===== config.mk =====
export PLATFORM = sky130hd
export DESIGN_NAME = tt3_sweep_driver
export DESIGN_NICKNAME = d
export VERILOG_FILES = /design/src/rtl/tt3_sweep_driver.sv
export SDC_FILE = /design/constraint.sdc
export NUM_CORES = 1
export LEC_CHECK = 0
export BUFFER_PORTS_ARGS = -buffer_cell sky130_fd_sc_hd__clkbuf_2
export CAP_MARGIN = 30
export CORE_MARGIN = 2
export CORE_UTILIZATION = 61
export DETAILED_ROUTE_END_ITERATION = 12
export GPL_TIMING_DRIVEN = 0
export PLACE_DENSITY = 0.89
export SKIP_LAST_GASP = 1
export SLEW_MARGIN = 10
export SYNTH_ARGS = -nofsm -noshare
export SYNTH_HDL_FRONTEND = slang
export SYNTH_SLANG_ARGS = --single-unit

===== constraint.sdc =====
create_clock -name clk -period 3.4 [get_ports clk]
set_input_delay 0.34 -clock clk [delete_from_list [all_inputs] [get_ports clk]]
set_output_delay 0.34 -clock clk [all_outputs]
set_load 0.05 [all_outputs]

===== src/rtl/tt3_sweep_driver.sv =====
// Sweeps {in1,in2,in3} through 000..111 and samples the gate output after a settle window.
// Assembles the measured truth-table word (row 000 -> bit 7) and compares it to a latched reference.
module tt3_sweep_driver #(
  parameter int unsigned SETTLE_CYCLES = 4,
  parameter int unsigned CNT_W         = 8
) (
  input  logic       clk,
  input  logic       rst_n,
  input  logic       start,
  input  logic       abort,
  input  logic [7:0] expected,
  input  logic       dut_out,
  output logic       in1,
  output logic       in2,
  output logic       in3,
  output logic       busy,
  output logic       done,
  output logic [7:0] tt_word,
  output logic       match
);

  if (SETTLE_CYCLES < 3) begin : g_bad_settle
    $error("SETTLE_CYCLES must be at least 3 to cover the 2-flop synchroniser");
  end
  if ((2 ** CNT_W) <= SETTLE_CYCLES) begin : g_bad_cnt_w
    $error("CNT_W too narrow for SETTLE_CYCLES");
  end

  localparam logic [CNT_W-1:0] CNT_LAST = CNT_W'(SETTLE_CYCLES - 1);

  typedef enum logic [1:0] {
    IDLE   = 2'd0,
    SETTLE = 2'd1,
    SAMPLE = 2'd2,
    DONE   = 2'd3
  } state_t;

  state_t           r_state;
  state_t           w_state_nxt;
  logic             r_sync1;
  logic             r_sync2;
  logic [2:0]       r_vec;
  logic [CNT_W-1:0] r_cnt;
  logic [7:0]       r_tt;
  logic [7:0]       r_exp;
  logic             r_match;
  logic [7:0]       w_tt_smp;
  logic             w_accept;

  assign w_accept = start && !abort;

  always_ff @(posedge clk or negedge rst_n) begin
    if (!rst_n) r_state <= IDLE;
    else        r_state <= w_state_nxt;
  end

  always_comb begin
    w_state_nxt = r_state;
    unique case (r_state)
      IDLE:    if (w_accept) w_state_nxt = SETTLE;
      SETTLE: begin
        if (abort)                 w_state_nxt = IDLE;
        else if (r_cnt == CNT_LAST) w_state_nxt = SAMPLE;
      end
      SAMPLE: begin
        if (abort)              w_state_nxt = IDLE;
        else if (r_vec == 3'd7) w_state_nxt = DONE;
        else                    w_state_nxt = SETTLE;
      end
      DONE:    w_state_nxt = IDLE;
      default: w_state_nxt = IDLE;
    endcase
  end

  // Word including the bit being sampled now, so match can be registered on DONE entry.
  always_comb begin
    w_tt_smp = r_tt;
    w_tt_smp[3'd7 - r_vec] = r_sync2;
  end

  always_ff @(posedge clk or negedge rst_n) begin
    if (!rst_n) begin
      r_sync1 <= 1'b0;
      r_sync2 <= 1'b0;
      r_vec   <= '0;
      r_cnt   <= '0;
      r_tt    <= '0;
      r_exp   <= '0;
      r_match <= 1'b0;
    end else begin
      r_sync1 <= dut_out;
      r_sync2 <= r_sync1;
      unique case (r_state)
        IDLE: begin
          if (w_accept) begin
            r_vec   <= '0;
            r_cnt   <= '0;
            r_tt    <= '0;
            r_match <= 1'b0;
            r_exp   <= expected;
          end
        end
        SETTLE: begin
          if (abort) begin
            r_vec   <= '0;
            r_match <= 1'b0;
          end else begin
            r_cnt <= r_cnt + 1'b1;
          end
        end
        SAMPLE: begin
          if (abort) begin
            r_vec   <= '0;
            r_match <= 1'b0;
          end else begin
            r_tt <= w_tt_smp;
            if (r_vec == 3'd7) begin
              r_vec   <= '0;
              r_match <= (w_tt_smp == r_exp);
            end else begin
              r_vec <= r_vec + 3'd1;
              r_cnt <= '0;
            end
          end
        end
        default: ;
      endcase
    end
  end

  assign {in1, in2, in3} = r_vec;
  assign busy            = (r_state == SETTLE) || (r_state == SAMPLE);
  assign done            = (r_state == DONE);
  assign tt_word         = r_tt;
  assign match           = r_match;

endmodule


==> results_dict.tcl, run 1 <==
set metrics [dict create \
    critPathCaptureType "register" \
    htreeDepth 2 \
    core_um2 2980 \
    vias 1509 \
    async_flop_share_pct 100 \
    cts_sinks 32 \
    placed_cell_area_um2 2030 \
    ant_nets 0 \
    yosysTopAreaCell "dfrtp_1" \
    synth_top_area_share_pct 43.0 \
    place_inst 248 \
    post-route-period-util_pct 71.5 \
    layout_common_cells "dfrtp_1, clkbuf_2, nand2_1" \
    setup_ws_ns 0.968 \
    crit_path_start "r_state[1]$_DFFE_PN0P_" \
    critPathTopFamily "compound AO/OA/AOI/OAI gates" \
    cts_setup_buffers 0 \
    total_power_uw 1430 \
    antenna_found_initial 0 \
    grt_max_degree 33 \
    yosysSeqAreaShare_pct 43.0 \
    io_buffers 26 \
    critPathKind "reg -> reg" \
    synth.area.mux_share_pct 9.88 \
    cts_resized 0 \
    required_ns 3.64 \
    cts_made_buffers 5 \
    drv_slew 0 \
    stdcell_area_um2 2100 \
    synth_enable_flop_cells 0 \
    cts_root_buf "clkbuf_4" \
    layout.cells.non_filler 255 \
    area_growth_pct 12.7 \
    fin_crit_ns 2.43 \
    path_max_fanout 10 \
    syn-cell-area_um2 1860 \
    yosys_warnings 0 \
    crit_buf_inv 2 \
    floorplan.rows 20 \
    multi_input_area_um2 976 \
    fin_worst_skew_ns 0.0150 \
    synth_area_leaders "dfrtp_1, mux2_2, ha_1" \
    place_congestion 0.852 \
    grt_overflow 0 \
    max_freq_ghz 0.411 \
    final.setup.tns_ns 0 \
    tightest_slew_ns 0.785 \
    path_clk_slew_ns 0.10 \
    die_height_um 59.2 \
    synth_top_family_by_area "simple AND/OR/NAND/NOR gates" \
    hp-class "in -> async" \
    arrival_ns 2.67 \
    yosysUniqueCellTypes 41 \
    rsz0062_at_grt "false" \
    seqCellArea_um2 801 \
    layout_commonest_cell "dfrtp_1" \
    status "complete, no violations" \
    critPathSlowestCell "a211oi_2" \
    synth_seq_cells 32 \
    first_iter_violations 50 \
    clkLatencyLatePin_ns 0.34 \
    cts.path.max_buffers 2 \
    grt_pass1_wl_mm 6.35 \
    slowest_delay_ns 0.43 \
    drt-vias-per-instance 5.92 \
    post-route-drc-count 0 \
    synthXorXnorAreaFrac_pct 1.88 \
    synthFlopType "dfrtp_1" \
    final-hold-violation-count 0 \
    place_ws_ns 1.01 \
    nNetsFinal 243 \
    maxCapViolCount 0 \
    post_drt_wl_per_cell_um 14.8 \
    drive_gt1_share_pct 24.3 \
    synth_adder_area_share_pct 5.38 \
    timing.max_slew.rel_slack_pct 47.7 \
    max-vdd-ir-drop_v 0.000351 \
    syn_inst 189 \
    dp_hpwl_mm 2.66 \
    first_global_vias 1367 \
    fillers 220 \
    final-setup-viol-count 0 \
    power.leakage_uw 0.000986 \
    grt_use_total_pct 24.4 \
    crit_chain "inv_1 -> ha_1 -> buf_2 -> nor2b_1 -> a211oi_2 -> nand4_1 -> a2111o_1 -> o31ai_1" \
    design.die.area_um2 3510 \
    yosys.area_share.simple_pct 18.3 \
    die_w_um 59.2 \
    ios 27 \
    finalWirelength_mm 3.77 \
    first_pass_iters 4 \
    power.density_nw_per_um2 683 \
    antenna-diode-count 0 \
    syn_avg_cell_area_um2 9.85 \
    rr_startpoint "r_state[1]$_DFFE_PN0P_" \
    synth_compound_area_share_pct 16.9 \
    synth_nets 210 \
    cts_tree "done" \
    cts-hold-fix-buffers 0 \
    initial_utilization_pct 62.5 \
    cp-start-kind "register" \
]
-- registers in the layout (all words and copies together) (netlist names) --
| name | cells |
|---|---|
| r_cnt | 8 |
| r_exp | 8 |
| tt_word | 8 |
| r_vec | 3 |
| r_state | 2 |
| match | 1 |
| r_sync1 | 1 |
| r_sync2 | 1 |
-- path summary, 6_finish.rpt --
kind,cells past startpoint,endpoint,slack [ns]
max,8,match$_DFFE_PN0P_,0.97
max in group asynchronous,1,r_exp[6]$_DFFE_PN0P_,2.83
min in group clk,1,r_sync1$_DFF_PN0_,0.11
min,1,r_vec[1]$_DFFE_PN0P_,0.06
max reg2reg,8,match$_DFFE_PN0P_,0.97
min reg2reg,0,r_sync2$_DFF_PN0_,0.36
-- metrics by stage --
stage	hold WS, ns	util, %
after floorplan	0.0444	-
final	0.0616	70.5
after detailed placement	0.344	68.3
after CTS	0.0800	70.5
after global placement	0.335	68.3
after global routing	0.0860	70.5
-- worst reg2reg max path, delay by kind of cell (launching register included) --
family / cells / cell delay [ns]
flops: 1 / 0.40
simple gates: 2 / 0.32
buf+inv: 2 / 0.29
compound gates: 3 / 1.13
fa+ha+maj: 1 / 0.20
-- metal layers --
| layer | track usage, % | vias up | part of all wire (%) |
|---|---|---|---|
| li1 | - | 752 | - |
| met1 | 34.2 | 713 | 49 |
| met2 | 36.3 | 35 | 44 |
| met3 | 6.55 | 9 | 5.1 |
| met4 | 9.09 | 0 | 1.8 |
| met5 | 0 | - | 0 |
-- area by class of cell --
type | count | area share, %
Multi-Input combinational cell | 137 | 46.5
Timing Repair Buffer | 26 | 6.20
Inverter | 13 | 2.33
Sequential cell | 32 | 38.2
Buffer | 7 | 1.73
Clock buffer | 7 | 3.10
Tap cell | 33 | 1.97
-- Yosys cell counts (all sizes together), types with 2 or more instances --
| master | instances |
|---|---|
| a21o | 2 |
| mux2 | 11 |
| or3b | 6 |
| ha | 8 |
| nor2 | 5 |
| nand2 | 14 |
| or2 | 2 |
| buf | 3 |
| o22ai | 8 |
| nor3b | 2 |
| nand2b | 2 |
| nand3b | 7 |
| inv | 13 |
| nand4 | 3 |
| mux2i | 6 |
| dfrtp | 32 |
| o31ai | 5 |
| clkbuf | 4 |
| a2111o | 2 |
| nor3 | 2 |
| a211oi | 3 |
| o21ai | 11 |
| xor2 | 4 |
| a21oi | 10 |
| a22o | 3 |
| nand3 | 9 |
| nor2b | 3 |
-- logic make-up after synthesis --
| family | count (synthesis) |
|---|---|
| and+or+nand+nor | 60 |
| adders and majority gates | 8 |
| AOI/OAI and AO/OA | 48 |
| buffers and inverters | 20 |
| xor gates and xnor gates | 4 |
| muxes | 17 |
| DFF | 32 |
-- power by group --
part	switching, uW	total [uW]	internal [uW]
combinational	378	644	267
clock	124	241	117
sequential	83.5	548	464
Note: power is estimated with default switching activity, not from simulation.
==> run 2, diff against run 1 <==
--- a/config.mk
+++ b/config.mk
@@ -5,13 +5,14 @@
 export SDC_FILE = /design/constraint.sdc
 export NUM_CORES = 1
 export LEC_CHECK = 0
+export ABC_AREA = 1
 export BUFFER_PORTS_ARGS = -buffer_cell sky130_fd_sc_hd__clkbuf_2
 export CAP_MARGIN = 30
 export CORE_MARGIN = 2
-export CORE_UTILIZATION = 61
+export CORE_UTILIZATION = 51
 export DETAILED_ROUTE_END_ITERATION = 12
 export GPL_TIMING_DRIVEN = 0
-export PLACE_DENSITY = 0.89
+export PLACE_DENSITY = 0.8
 export SKIP_LAST_GASP = 1
 export SLEW_MARGIN = 10
 export SYNTH_ARGS = -nofsm -noshare
==> constraint.sdc (replaced) <==
create_clock -name clk -period 2 [get_ports clk]
set_input_delay 0.2 -clock clk [delete_from_list [all_inputs] [get_ports clk]]
set_output_delay 0.2 -clock clk [all_outputs]
set_load 0.05 [all_outputs]
==> run 2 against run 1 <==
Compared with the run above: critical endpoint is now r_cnt[6]$_DFFE_PN0P_; core utilization shrank 10 points; global-route usage decreased by 2.4 points; the flow now finishes with violations (hold timing); non-clock buffer count stayed put; wire length up 9.8%; count of clock-buffer cells in the layout unchanged; first-iteration DRC count grew to 2.6 times the previous value; sequential cell count stayed put; register-to-register slack worse by 0.81 ns; fmax increased by 32%; area after synthesis is 1.3% higher.
==> results_dict.tcl, run 2 <==
set metrics [dict create \
    status "finished, violations left" \
    violations "hold timing" \
    cts_made_buffers 5 \
    first_pass_iters 4 \
    core_um2 3610 \
    synth_nets 264 \
    post-route-period-util_pct 92.0 \
    post-route-drc-count 0 \
    synth_enable_flop_cells 0 \
    antenna-diode-count 0 \
    power.leakage_uw 0.00108 \
    yosysMostFrequentCell "nand2_1" \
    maxCapViolCount 0 \
    yosysTopAreaCell "dfrtp_1" \
    grt_pass1_wl_mm 7.10 \
    critPathCaptureType "register" \
    yosys_warnings 0 \
    place_inst 317 \
    drive_gt1_share_pct 17.0 \
    finalWirelength_mm 4.14 \
    synth_seq_cells 32 \
    cp-start-kind "register" \
    place_congestion 0.836 \
    globalRouteMet3Util_pct 6.60 \
    max_freq_ghz 0.543 \
    synth_top_area_share_pct 42.5 \
    nNetsFinal 297 \
    cts_resized 0 \
    critPathKind "reg -> reg" \
    cts.path.max_buffers 2 \
    first_iter_violations 132 \
    area_growth_pct 15.2 \
    cts_root_buf "clkbuf_8" \
    initial_utilization_pct 52.3 \
    cts_tree "done" \
    final-setup-viol-count 0 \
    rsz0062_at_grt "false" \
    antenna_found_initial 0 \
    async_flop_share_pct 100 \
    final.setup.tns_ns 0 \
    total_power_uw 2590 \
    synth_area_leaders "dfrtp_1, nand2_1, nand3_1" \
    timing.max_slew.rel_slack_pct 47.3 \
    final-hold-violation-count 15 \
    yosysUniqueCellTypes 29 \
    fin_crit_ns 1.84 \
    grt_use_total_pct 22.0 \
    cts_setup_buffers 0 \
    ios 27 \
    floorplan.rows 22 \
    dp_hpwl_mm 3.01 \
    globalRouteMet1Util_pct 29.1 \
    layout_commonest_cell "nand2_1" \
    fin_util_pct 60.2 \
    max-vdd-ir-drop_v 0.000948 \
    syn_avg_cell_area_um2 7.76 \
    holdWs_ns -0.00763 \
    hp-class "in -> async" \
    grt_overflow 0 \
    die_w_um 64.8 \
    first_global_vias 1593 \
    required_ns 2.21 \
    layout.cells.non_filler 324 \
    cts_sinks 32 \
    drt-vias-per-instance 5.37 \
    syn-cell-area_um2 1890 \
    synthFlopType "dfrtp_1" \
    design.die.area_um2 4200 \
    vias 1739 \
    tightest_slew_ns 0.791 \
    path_max_fanout 10 \
    layout_common_cells "nand2_1, nand3_1, dfrtp_1" \
    post_drt_wl_per_cell_um 12.8 \
    arrival_ns 2.05 \
    ant_nets 0 \
    fillers 342 \
    cts-hold-fix-buffers 0 \
    power.density_nw_per_um2 1190 \
    die_height_um 64.8 \
    synthTopCellsByCount "nand2_1, nand3_1, dfrtp_1" \
    io_buffers 26 \
    yosysSeqAreaShare_pct 42.5 \
    htreeDepth 2 \
    use_met2_pct 34.0 \
    path_clk_slew_ns 0.07 \
    fin_worst_skew_ns 0.00688 \
    grt-busiest-layer "met2" \
    syn_inst 243 \
    clkLatencyLatePin_ns 0.28 \
    drv_slew 0 \
    grt_max_degree 33 \
]
-- run 2: cell types whose count changed in the layout (fill, tap and decap cells not counted), sizes merged, moves of 4 or more --
cell,before,now
buf,3,7
clkbuf,37,33
inv,13,32
mux2,11,2
mux2i,6,0
nand2,14,50
nand3,9,34
nand3b,7,2
nand4,3,11
nor2,5,15
o21ai,11,20
o31ai,5,1
or3b,6,0
-- run 2: layer usage --
layer / vias up / share of wire, %
li1: 877 / -
met5: - / 0
met3: 7 / 6.6
met2: 46 / 45
met4: 0 / 1.4
met1: 809 / 47
-- run 2: cell families (layout without fill, tap and decap cells) --
group | after synthesis | count (layout) | synth area share (%)
and+or+nand+nor | 118 | 118 | 28.6
AOI/OAI and AO/OA | 40 | 40 | 11.8
buffers and inverters | 40 | 73 | 9.22
DFF | 32 | 32 | 42.5
adders and majority gates | 8 | 8 | 5.31
xor gates and xnor gates | 3 | 3 | 1.39
muxes | 2 | 2 | 1.19
-- run 2: final cells by class --
cell class / count / area (um2) / area share [%]
tap: 48 / 60.1 / 2.76
buffer: 7 / 50.0 / 2.30
inverter: 33 / 124 / 5.70
sequential: 32 / 801 / 36.9
multi-input combinational: 171 / 911 / 41.9
timing repair buffer: 26 / 130 / 5.99
clock buffer: 7 / 96.3 / 4.44
-- run 2: critical path, cell delays in order, from the launching register on --
cell     delay (ns)
dfrtp_1        0.44
ha_1           0.23
ha_1           0.20
inv_1          0.10
a21oi_1        0.08
nor3_1         0.15
nand2_1        0.14
inv_1          0.13
buf_6          0.15
nand4_1        0.08
o21ai_1        0.08
-- run 2: report_power, final --
group / internal [uW] / switching [uW]
registers: 798 / 130
clock network: 306 / 233
logic: 360 / 759
-- run 2: worst paths after layout --
check                      slack [ns]                  from  depth (start not counted)                endpoint
min                            -0.008                 rst_n                          1  tt_word[1]$_DFFE_PN0P_
min reg2reg                      0.38     r_sync1$_DFF_PN0_                          0       r_sync2$_DFF_PN0_
min in group clk                 0.04               dut_out                          1       r_sync1$_DFF_PN0_
max                              0.16  r_vec[1]$_DFFE_PN0P_                         10    r_cnt[6]$_DFFE_PN0P_
max in group asynchronous        1.51                 rst_n                          1       r_sync2$_DFF_PN0_
max reg2reg                      0.16  r_vec[1]$_DFFE_PN0P_                         10    r_cnt[6]$_DFFE_PN0P_
-- run 2: metrics by stage --
stage | instance area, um2 | worst slack (ns)
detailed placement | 2080 | 0.207
finish | 2170 | 0.159
floorplan | 1890 | 0.113
global placement | 2080 | 0.259
global route | 2170 | 0.00762
CTS | 2170 | 0.160
==> run 3, diff against run 2 <==
--- a/config.mk
+++ b/config.mk
@@ -5,7 +5,6 @@
 export SDC_FILE = /design/constraint.sdc
 export NUM_CORES = 1
 export LEC_CHECK = 0
-export ABC_AREA = 1
 export BUFFER_PORTS_ARGS = -buffer_cell sky130_fd_sc_hd__clkbuf_2
 export CAP_MARGIN = 30
 export CORE_MARGIN = 2
==> run 3 against run 2 <==
Compared with the run above: the flow finishes with violations (setup timing); global-route usage is 0.10 points higher; critical path depth down 1; fmax shrank 10%; count of clock-buffer cells in the layout stayed put; first-iteration DRC count up 18%; die area is 1.2% lower; critical path type unchanged; worst hold slack improved by 0.099 ns; clock skew is 0.0060 ns higher; critical endpoint is now r_cnt[7]$_DFFE_PN0P_; cell count decreased by 15%; sequential cell count is the same; core utilization up 9.3 points; clock power is 22% lower.
==> results_dict.tcl, run 3 (same netlist as run 1, synthesis figures left out) <==
set metrics [dict create \
    tightest_slew_ns 0.793 \
    cts.path.max_buffers 2 \
    power.leakage_uw 0.00107 \
    multi_input_area_um2 1110 \
    finalWirelength_mm 4.23 \
    r2r_end "r_cnt[7]$_DFFE_PN0P_" \
    post-route-period-util_pct 103 \
    power_frac_comb_pct 53.0 \
    swShare_pct 40.6 \
    ios 27 \
    required_ns 2.27 \
    layout_common_cells "dfrtp_1, clkbuf_2, mux2_2, nand2_1" \
    critPathCaptureType "register" \
    grt_max_degree 33 \
    critPathKind "reg -> reg" \
    first_pass_iters 4 \
    die_w_um 64.4 \
    hp-class "in -> reg" \
    final-setup-viol-count 4 \
    ant_nets 0 \
    timing.max_slew.rel_slack_pct 47.2 \
    setup_ws_ns -0.0554 \
    nNetsFinal 252 \
    fin_crit_ns 2.06 \
    hp-start "expected[3]" \
    max_freq_ghz 0.487 \
    rsz0062_at_grt "true" \
    die_height_um 64.4 \
    power.density_nw_per_um2 1220 \
    max-vdd-ir-drop_v 0.000728 \
    initial_utilization_pct 54.5 \
    grt_use_total_pct 22.1 \
    first_iter_violations 156 \
    antenna-diode-count 0 \
    path_clk_slew_ns 0.10 \
    cts_tree "done" \
    post_drt_wl_per_cell_um 15.3 \
    fin_util_pct 69.6 \
    seqCellArea_um2 807 \
    p_switching_uw 1180 \
    area_growth_pct 27.6 \
    cts_root_buf "clkbuf_4" \
    seqPwrFrac_pct 32.6 \
    cp-start-kind "register" \
    final-hold-violation-count 0 \
    place_inst 261 \
    violations "setup timing" \
    design.die.area_um2 4150 \
    layout.cells.non_filler 277 \
    fillers 268 \
    clkLatencyLatePin_ns 0.34 \
    status "finished, violations left" \
    drv_slew 0 \
    p_clk_share_pct 14.4 \
    dp_hpwl_mm 2.80 \
    whs_path_depth 2 \
    drive_gt1_share_pct 37.7 \
    floorplan.rows 21 \
    drt-vias-per-instance 5.66 \
    vias 1569 \
    cts_sinks 32 \
    post-route-drc-count 0 \
    total_power_uw 2910 \
    arrival_ns 2.33 \
    core_um2 3420 \
    grt_pass1_wl_mm 7.13 \
    antenna_found_initial 0 \
    rr_startpoint "r_state[0]$_DFFE_PN0P_" \
    first_global_vias 1474 \
    place_ws_ns -0.176 \
    io_buffers 26 \
    cts_made_buffers 5 \
    whs_endpoint "r_exp[3]$_DFFE_PN0P_" \
    layout_commonest_cell "dfrtp_1" \
    place_congestion 0.829 \
    power.internal_uw 1730 \
    holdWs_ns 0.0917 \
    htreeDepth 2 \
    maxCapViolCount 0 \
    fin_worst_skew_ns 0.0129 \
    grt_overflow 0 \
    reg2reg_depth 9 \
    r2r_setup_slack_ns -0.06 \
    path_max_fanout 4 \
]
-- run 3: worst max path at each step --
stage,startpoint,endpoint
CTS,r_state[0]$_DFFE_PN0P_,r_cnt[7]$_DFFE_PN0P_
global route,r_state[0]$_DFFE_PN0P_,r_cnt[7]$_DFFE_PN0P_
global placement,r_state[0]$_DFFE_PN0P_,r_cnt[5]$_DFFE_PN0P_
finish,r_state[0]$_DFFE_PN0P_,r_cnt[7]$_DFFE_PN0P_
detailed placement,r_state[1]$_DFFE_PN0P_,match$_DFFE_PN0P_
floorplan,r_vec[2]$_DFFE_PN0P_,match$_DFFE_PN0P_
-- run 3: critical path, cell delays in order, from the launching register on --
cell and delay [ns]:
dfrtp_1 0.40, buf_6 0.12, inv_6 0.04, ha_4 0.17, buf_12 0.13, nor2b_4 0.13
a2111o_1 0.41, or4_1 0.41, nand2_1 0.07, a22o_1 0.12
-- run 3: through the flow --
step	instance area, um2	setup TNS (ns)
global route	2380	-0.592
detailed placement	2090	-2.01
finish	2380	-0.0994
global placement	2090	-1.41
floorplan	1910	0
CTS	2340	-0.177
-- run 3: layer usage --
metal  GRT usage (%)  up-vias  wire, um
li1                -      771         -
met1            31.3      739      1970
met2            34.0       50      1950
met3            4.69        9       232
met4            7.45        0        75
met5               0        -         0
-- run 3: area by class of cell --
cell class / instances / area share [%]
multi-input combinational: 137 / 46.6
sequential: 32 / 34.0
timing repair buffer: 36 / 9.85
clock buffer: 7 / 2.74
tap: 46 / 2.42
inverter: 13 / 2.26
buffer: 6 / 2.16
-- run 3: what timing repair did --
| item | 4_1_cts | 5_1_grt |
|---|---|---|
| pin swaps | 11 | 2 |
| gates resized for setup | 26 | 12 |
| endpoints found under the setup margin | 17 | 10 |
| hold buffers | 2 | 0 |
| buffers inserted | 8 | 0 |
| hold endpoints to repair | 33 | 0 |
-- run 3: power groups by stage --
| stage | Combinational, uW | Clock, uW | Sequential [uW] |
|---|---|---|---|
| after global routing | 1670 | 454 | 974 |
| final | 1540 | 420 | 948 |
| after detailed placement | 1100 | 0 | 951 |
| after global placement | 1070 | 0 | 944 |
| after CTS | 1470 | 425 | 938 |
| after floorplan | 857 | 0 | 951 |
